$ cat config.mk
export PLATFORM = sky130hd
export DESIGN_NAME = systolic_host_link_flat
export DESIGN_NICKNAME = d
export VERILOG_FILES = /design/src/rtl/systolic_host_link_if.sv /design/src/rtl/systolic_host_link.sv /design/src/flat_wrapper.sv
export SDC_FILE = /design/constraint.sdc
export NUM_CORES = 2
export LEC_CHECK = 0
export ABC_AREA = 1
export BUFFER_PORTS_ARGS = -buffer_cell sky130_fd_sc_hd__clkbuf_2
export CORE_AREA = 2 2 356 358
export CTS_CLUSTER_DIAMETER = 80
export DETAILED_ROUTE_END_ITERATION = 12
export DIE_AREA = 0 0 358 360
export GPL_TIMING_DRIVEN = 0
export PLACE_DENSITY = 0.49
export SLEW_MARGIN = 20
export SYNTH_ARGS = -nofsm -noshare
export SYNTH_HDL_FRONTEND = slang
export SYNTH_SLANG_ARGS = --single-unit
$ cat constraint.sdc
create_clock -name clk -period 3.8 [get_ports clk]
set_input_delay 0.38 -clock clk [delete_from_list [all_inputs] [get_ports clk]]
set_output_delay 0.38 -clock clk [all_outputs]
set_load 0.02 [all_outputs]
$ cat src/rtl/systolic_host_link_if.sv
// Host <-> systolic-array link bundle: job request, operand beats out, result beats back.
// master = the link itself, slave = the host/array environment around it.
interface systolic_host_link_if;
  logic         start;
  logic [127:0] a_mat;
  logic [127:0] b_mat;
  logic         mat_valid_out;
  logic [63:0]  tx_data;
  logic         tx_valid;
  logic         tx_ready;
  logic [63:0]  rx_data;
  logic         rx_valid;
  logic         rx_ready;
  logic [511:0] result;
  logic         result_valid;
  logic         done;
  logic         timeout_err;
  logic         busy;

  modport master (
    input  start, a_mat, b_mat, tx_ready, rx_data, rx_valid,
    output mat_valid_out, tx_data, tx_valid, rx_ready,
    output result, result_valid, done, timeout_err, busy
  );

  modport slave (
    output start, a_mat, b_mat, tx_ready, rx_data, rx_valid,
    input  mat_valid_out, tx_data, tx_valid, rx_ready,
    input  result, result_valid, done, timeout_err, busy
  );
endinterface

$ cat src/rtl/systolic_host_link.sv
// Sends one 4x4 int8 job to the array as 4 operand beats, gathers 8 result beats, 14 cycles unstalled.
// tx holds its beat until tx_ready; rx stalls freely but a RECV idle of TIMEOUT cycles aborts the job.
module systolic_host_link #(
  parameter int unsigned TIMEOUT = 1024
) (
  input  logic                 clk,
  input  logic                 reset,
  systolic_host_link_if.master lnk
);
  localparam int unsigned WdW = $clog2(TIMEOUT + 1);

  typedef enum logic [2:0] {IDLE, START, SEND, RECV, DONE} state_t;

  state_t         state_q;
  logic [127:0]   a_q;
  logic [127:0]   b_q;
  logic [2:0]     cnt_q;
  logic [WdW-1:0] wd_q;
  logic [63:0]    res_q [8];
  logic           mat_valid_q;
  logic           tx_valid_q;
  logic           rx_ready_q;
  logic           result_valid_q;
  logic           done_q;
  logic           timeout_err_q;
  logic           busy_q;

  logic [7:0] a_el [4][4];
  logic [7:0] b_el [4][4];
  logic [1:0] k;
  logic       tx_fire;
  logic       rx_fire;

  for (genvar i = 0; i < 4; i++) begin : g_row
    for (genvar j = 0; j < 4; j++) begin : g_col
      assign a_el[i][j] = a_q[127-8*(4*i+j) -: 8];
      assign b_el[i][j] = b_q[127-8*(4*i+j) -: 8];
    end
  end

  // Beat k carries row k of A followed by column k of B.
  assign k       = cnt_q[1:0];
  assign tx_fire = tx_valid_q & lnk.tx_ready;
  assign rx_fire = rx_ready_q & lnk.rx_valid;

  assign lnk.tx_data       = {a_el[k][0], a_el[k][1], a_el[k][2], a_el[k][3],
                              b_el[0][k], b_el[1][k], b_el[2][k], b_el[3][k]};
  assign lnk.result        = {res_q[0], res_q[1], res_q[2], res_q[3],
                              res_q[4], res_q[5], res_q[6], res_q[7]};
  assign lnk.mat_valid_out = mat_valid_q;
  assign lnk.tx_valid      = tx_valid_q;
  assign lnk.rx_ready      = rx_ready_q;
  assign lnk.result_valid  = result_valid_q;
  assign lnk.done          = done_q;
  assign lnk.timeout_err   = timeout_err_q;
  assign lnk.busy          = busy_q;

  always_ff @(posedge clk) begin
    if (reset) begin
      state_q        <= IDLE;
      a_q            <= '0;
      b_q            <= '0;
      cnt_q          <= '0;
      wd_q           <= '0;
      res_q          <= '{default: '0};
      mat_valid_q    <= 1'b0;
      tx_valid_q     <= 1'b0;
      rx_ready_q     <= 1'b0;
      result_valid_q <= 1'b0;
      done_q         <= 1'b0;
      timeout_err_q  <= 1'b0;
      busy_q         <= 1'b0;
    end else begin
      mat_valid_q   <= 1'b0;
      done_q        <= 1'b0;
      timeout_err_q <= 1'b0;
      unique case (state_q)
        IDLE: begin
          if (lnk.start) begin
            a_q            <= lnk.a_mat;
            b_q            <= lnk.b_mat;
            result_valid_q <= 1'b0;
            mat_valid_q    <= 1'b1;
            busy_q         <= 1'b1;
            state_q        <= START;
          end
        end
        START: begin
          cnt_q      <= '0;
          tx_valid_q <= 1'b1;
          state_q    <= SEND;
        end
        SEND: begin
          if (tx_fire) begin
            if (cnt_q == 3'd3) begin
              cnt_q      <= '0;
              wd_q       <= '0;
              tx_valid_q <= 1'b0;
              rx_ready_q <= 1'b1;
              state_q    <= RECV;
            end else begin
              cnt_q <= cnt_q + 3'd1;
            end
          end
        end
        RECV: begin
          if (rx_fire) begin
            res_q[cnt_q] <= lnk.rx_data;
            wd_q         <= '0;
            if (cnt_q == 3'd7) begin
              cnt_q          <= '0;
              rx_ready_q     <= 1'b0;
              result_valid_q <= 1'b1;
              done_q         <= 1'b1;
              state_q        <= DONE;
            end else begin
              cnt_q <= cnt_q + 3'd1;
            end
          end else if (wd_q == WdW'(TIMEOUT - 1)) begin
            // The TIMEOUT-th idle cycle ends the job; result_valid stays low.
            wd_q          <= '0;
            cnt_q         <= '0;
            rx_ready_q    <= 1'b0;
            busy_q        <= 1'b0;
            timeout_err_q <= 1'b1;
            state_q       <= IDLE;
          end else begin
            wd_q <= wd_q + WdW'(1);
          end
        end
        DONE: begin
          busy_q  <= 1'b0;
          state_q <= IDLE;
        end
        default: state_q <= IDLE;
      endcase
    end
  end
endmodule

$ cat src/flat_wrapper.sv
// flat-port wrapper written by rule: the top's interface ports become plain ports
module systolic_host_link_flat 
#(
  parameter int unsigned TIMEOUT = 1024
)
  (clk, reset, lnk_start, lnk_a_mat, lnk_b_mat, lnk_tx_ready, lnk_rx_data, lnk_rx_valid, lnk_mat_valid_out, lnk_tx_data, lnk_tx_valid, lnk_rx_ready, lnk_result, lnk_result_valid, lnk_done, lnk_timeout_err, lnk_busy);
  systolic_host_link_if lnk_i ();
  input  logic clk;
  input  logic reset;
  input wire logic [$bits(lnk_i.start)-1:0] lnk_start;
  input wire logic [$bits(lnk_i.a_mat)-1:0] lnk_a_mat;
  input wire logic [$bits(lnk_i.b_mat)-1:0] lnk_b_mat;
  input wire logic [$bits(lnk_i.tx_ready)-1:0] lnk_tx_ready;
  input wire logic [$bits(lnk_i.rx_data)-1:0] lnk_rx_data;
  input wire logic [$bits(lnk_i.rx_valid)-1:0] lnk_rx_valid;
  output wire logic [$bits(lnk_i.mat_valid_out)-1:0] lnk_mat_valid_out;
  output wire logic [$bits(lnk_i.tx_data)-1:0] lnk_tx_data;
  output wire logic [$bits(lnk_i.tx_valid)-1:0] lnk_tx_valid;
  output wire logic [$bits(lnk_i.rx_ready)-1:0] lnk_rx_ready;
  output wire logic [$bits(lnk_i.result)-1:0] lnk_result;
  output wire logic [$bits(lnk_i.result_valid)-1:0] lnk_result_valid;
  output wire logic [$bits(lnk_i.done)-1:0] lnk_done;
  output wire logic [$bits(lnk_i.timeout_err)-1:0] lnk_timeout_err;
  output wire logic [$bits(lnk_i.busy)-1:0] lnk_busy;
  assign lnk_i.start = lnk_start;
  assign lnk_i.a_mat = lnk_a_mat;
  assign lnk_i.b_mat = lnk_b_mat;
  assign lnk_i.tx_ready = lnk_tx_ready;
  assign lnk_i.rx_data = lnk_rx_data;
  assign lnk_i.rx_valid = lnk_rx_valid;
  assign lnk_mat_valid_out = lnk_i.mat_valid_out;
  assign lnk_tx_data = lnk_i.tx_data;
  assign lnk_tx_valid = lnk_i.tx_valid;
  assign lnk_rx_ready = lnk_i.rx_ready;
  assign lnk_result = lnk_i.result;
  assign lnk_result_valid = lnk_i.result_valid;
  assign lnk_done = lnk_i.done;
  assign lnk_timeout_err = lnk_i.timeout_err;
  assign lnk_busy = lnk_i.busy;
  systolic_host_link #(.TIMEOUT(TIMEOUT)) u_core (.clk(clk), .reset(reset), .lnk(lnk_i));
endmodule
==> impl_metrics.env <==
export IMPL_cp_start_kind="register"
export IMPL_gp_congestion=0.867
export IMPL_use_met2_pct=40.3
export IMPL_grt_use_total_pct=23.3
export IMPL_cts_root_buf="clkbuf_16"
export IMPL_grt_pass1_vias=29800
export IMPL_start_util_pct=23.9
export IMPL_synth_cell_types=32
export IMPL_synthSimpleGateAreaFrac_pct=19.7
export IMPL_use_met3_pct=5.27
export IMPL_drc=0
export IMPL_synth_mux_area_share_pct=0
export IMPL_die_w_um=358
export IMPL_drt_initial_drc_count=2576
export IMPL_holdWs_ps=112
export IMPL_power_total_mw=24.3
export IMPL_grt_busiest_layer="met2"
export IMPL_wire_per_inst_um=22.9
export IMPL_grt_antenna_before_repair=12
export IMPL_slew_viol_final=0
export IMPL_grt_max_degree=15
export IMPL_avgSynthCellArea_um2=7.55
export IMPL_critPathKind="register to output port"
export IMPL_p_comb_share_pct=24.9
export IMPL_syn_num_nets=4278
export IMPL_min_period_ps=3700
export IMPL_cp_end_kind="output port"
export IMPL_setup_ws_ps=101
export IMPL_synth_top_family_by_area="simple AND/OR/NAND/NOR gates"
export IMPL_firstDrtPassIters=6
export IMPL_ys_ff_latch=792
export IMPL_layout_common_cells="924 x nor2_1, 854 x clkbuf_2, 792 x dfxtp_1, 555 x nand2_1, 516 x o21ai_0"
export IMPL_fillCellCount=13500
export IMPL_fin_crit_sh_pct=97.3
export IMPL_met1_usage_pct=27.4
export IMPL_io_pins=908
export IMPL_cp_data_required_time_ps=3420
export IMPL_clk_pin_slew_ps=60
export IMPL_fin_tns_setup_ps=0
export IMPL_slew_headroom_pct=23.1
export IMPL_max_cap_violations=0
export IMPL_final_nets=5467
export IMPL_critPathArrivalTime_ps=3320
export IMPL_viasPerCell=4.62
export IMPL_row_count=130
export IMPL_htreeDepth=3
export IMPL_numPortBuffers=842
export IMPL_dieArea_um2=129000
export IMPL_post_dp_hpwl_mm=117
export IMPL_via_count=31700
export IMPL_synth_compound_area_share_pct=18.9
export IMPL_cp_max_fo=10
export IMPL_ys_seq_area_share_pct=53.2
export IMPL_mostFrequentLayoutCell="nor2_1"
export IMPL_core_area_um2=125000
export IMPL_min_path_type="input port to register"
export IMPL_grt_pass1_wl_mm=217
export IMPL_yosysWarnings=0
export IMPL_syn_cell_area_um2=29800
export IMPL_synth_fa_ha_area_share_pct=0.210
export IMPL_max_clock_path_buffers=3
export IMPL_max_freq_ghz=0.270
export IMPL_p_per_area_nw_per_um2=582
export IMPL_cts_buffers=92
export IMPL_synth_xor_area_share_pct=0.0587
export IMPL_wl_mm=157
export IMPL_peakVddDrop_mv=0.332
export IMPL_hold_viol=0
export IMPL_setup_violations=0
export IMPL_rsz0062_at_grt="false"
export IMPL_max_slew_worst_pin_slew_ps=1150
export IMPL_power_frac_seq_pct=37.7
export IMPL_ant_nets=0
export IMPL_clk_latency_ps=700
export IMPL_cts_tree="yes"
export IMPL_clock_sinks=792
export IMPL_pre_cts_ws_ps=59.1
export IMPL_cell_internal_pwr_mw=15.8
export IMPL_drive_gt1_share_pct=21.9
export IMPL_post_cts_buffers=0
export IMPL_area_delta_synth_final_pct=40.0
export IMPL_cellLeakagePower_nw=18.5
export IMPL_skew_ps=40.9
export IMPL_die_h_um=360
export IMPL_synth_cells=3948
export IMPL_switchingPower_mw=8.50
export IMPL_p_sw_share_pct=35.0
export IMPL_status="finished clean"
export IMPL_power_frac_clock_pct=37.4
export IMPL_overflow=0
-- cell usage after synthesis --
master / number / area, µm²
a211oi_1: 2 / 15.0
a21boi_0: 1 / 7.51
a21o_1: 1 / 7.51
a21oi_1: 397 / 1990
a31o_2: 1 / 8.76
a31oi_1: 1 / 6.26
buf_1: 68 / 255
buf_2: 52 / 260
buf_4: 31 / 233
buf_6: 35 / 394
clkbuf_1: 170 / 638
dfxtp_1: 792 / 15900
ha_1: 5 / 62.6
inv_1: 151 / 567
inv_2: 8 / 30.0
nand2_1: 555 / 2080
nand2_2: 1 / 6.26
nand2_4: 2 / 22.5
nand3_1: 22 / 110
nand4_1: 4 / 25.0
nor2_1: 924 / 3470
nor2_2: 2 / 12.5
nor2_4: 7 / 78.8
nor2_8: 1 / 20.0
nor3_1: 3 / 15.0
nor3b_1: 2 / 15.0
nor4_1: 1 / 6.26
o21ai_0: 516 / 2580
o21ai_1: 127 / 636
o22ai_1: 64 / 400
xnor2_1: 1 / 8.76
xor2_1: 1 / 8.76
-- registers in the layout, indices dropped and copies added (netlist names) --
name	count
u_core.lnk.timeout_err	1
u_core.lnk.result_valid	1
u_core.b_el	128
u_core.cnt_q	3
u_core.lnk.result	512
u_core.lnk.busy	1
u_core.lnk.rx_ready	1
u_core.wd_q	11
u_core.a_el	128
u_core.lnk.done	1
u_core.lnk.mat_valid_out	1
u_core.state_q	3
u_core.lnk.tx_valid	1
-- final timing paths --
path | slack, ps | start | endpoint | cells past startpoint
max | 100 | u_core.cnt_q[0] | lnk_tx_data[45] | 6
min | 110 | lnk_a_mat[63] | u_core.a_el[63] | 3
max reg2reg | 1260 | u_core.cnt_q[0] | u_core.lnk.result[501] | 7
min reg2reg | 440 | u_core.lnk.result[293] | u_core.lnk.result[293] | 2
-- power groups by stage --
| stage | Sequential, mW | Combinational [mW] | Clock, mW |
|---|---|---|---|
| after floorplan | 9.27 | 3.26 | 0 |
| after global placement | 9.31 | 5.87 | 0 |
| after detailed placement | 9.33 | 5.87 | 0 |
| after CTS | 9.15 | 6.10 | 9.29 |
| after global routing | 9.21 | 6.46 | 9.61 |
| final | 9.16 | 6.05 | 9.10 |
-- kinds of logic after synthesis --
family / Yosys count
AO/OA/AOI/OAI: 1110
XOR/XNOR: 2
adder cells (fa/ha/maj): 5
flip-flops: 792
AND/OR/NAND/NOR: 1524
buffers and inverters: 515
-- worst max-delay path: stages, from the launching register on --
cell      delay [ps]
dfxtp_1          430
inv_1            350
clkbuf_2         380
clkbuf_1         720
nor2_1            80
o22ai_1          350
clkbuf_2         290
-- through the flow --
stage / area, µm² / std cells / util (%)
finish: 41800 / 6868 / 33.4
global route: 41800 / 6864 / 33.4
CTS: 41700 / 6858 / 33.4
detailed placement: 36100 / 6440 / 28.9
global placement: 36100 / 6440 / 28.9
floorplan: 29800 / 3948 / -
-- layout make-up --
class	count	area [µm²]	area share, %
Antenna cell	10	25.0	0.0599
Clock inverter	30	417	0.997
Timing Repair Buffer	1095	6750	16.2
Sequential cell	792	15900	38.0
Buffer	356	1800	4.30
Tap cell	1650	2060	4.94
Multi-Input combinational cell	2641	11600	27.8
Inverter	159	597	1.43
Clock buffer	135	2670	6.40
-- layer usage --
layer	vias up	part of all wire, %
li1	15100	-
met1	15000	40
met2	1294	49
met3	232	7.4
met4	2	3.9
met5	-	0.0083
-- timing repair --
item | 4_1_cts | 5_1_grt
resized for setup | 2 | 0
endpoints found under the hold margin | 253 | 0
setup endpoints to repair | 13 | 0
hold buffers | 253 | 0
No activity file was read; power rests on OpenSTA's default activity.
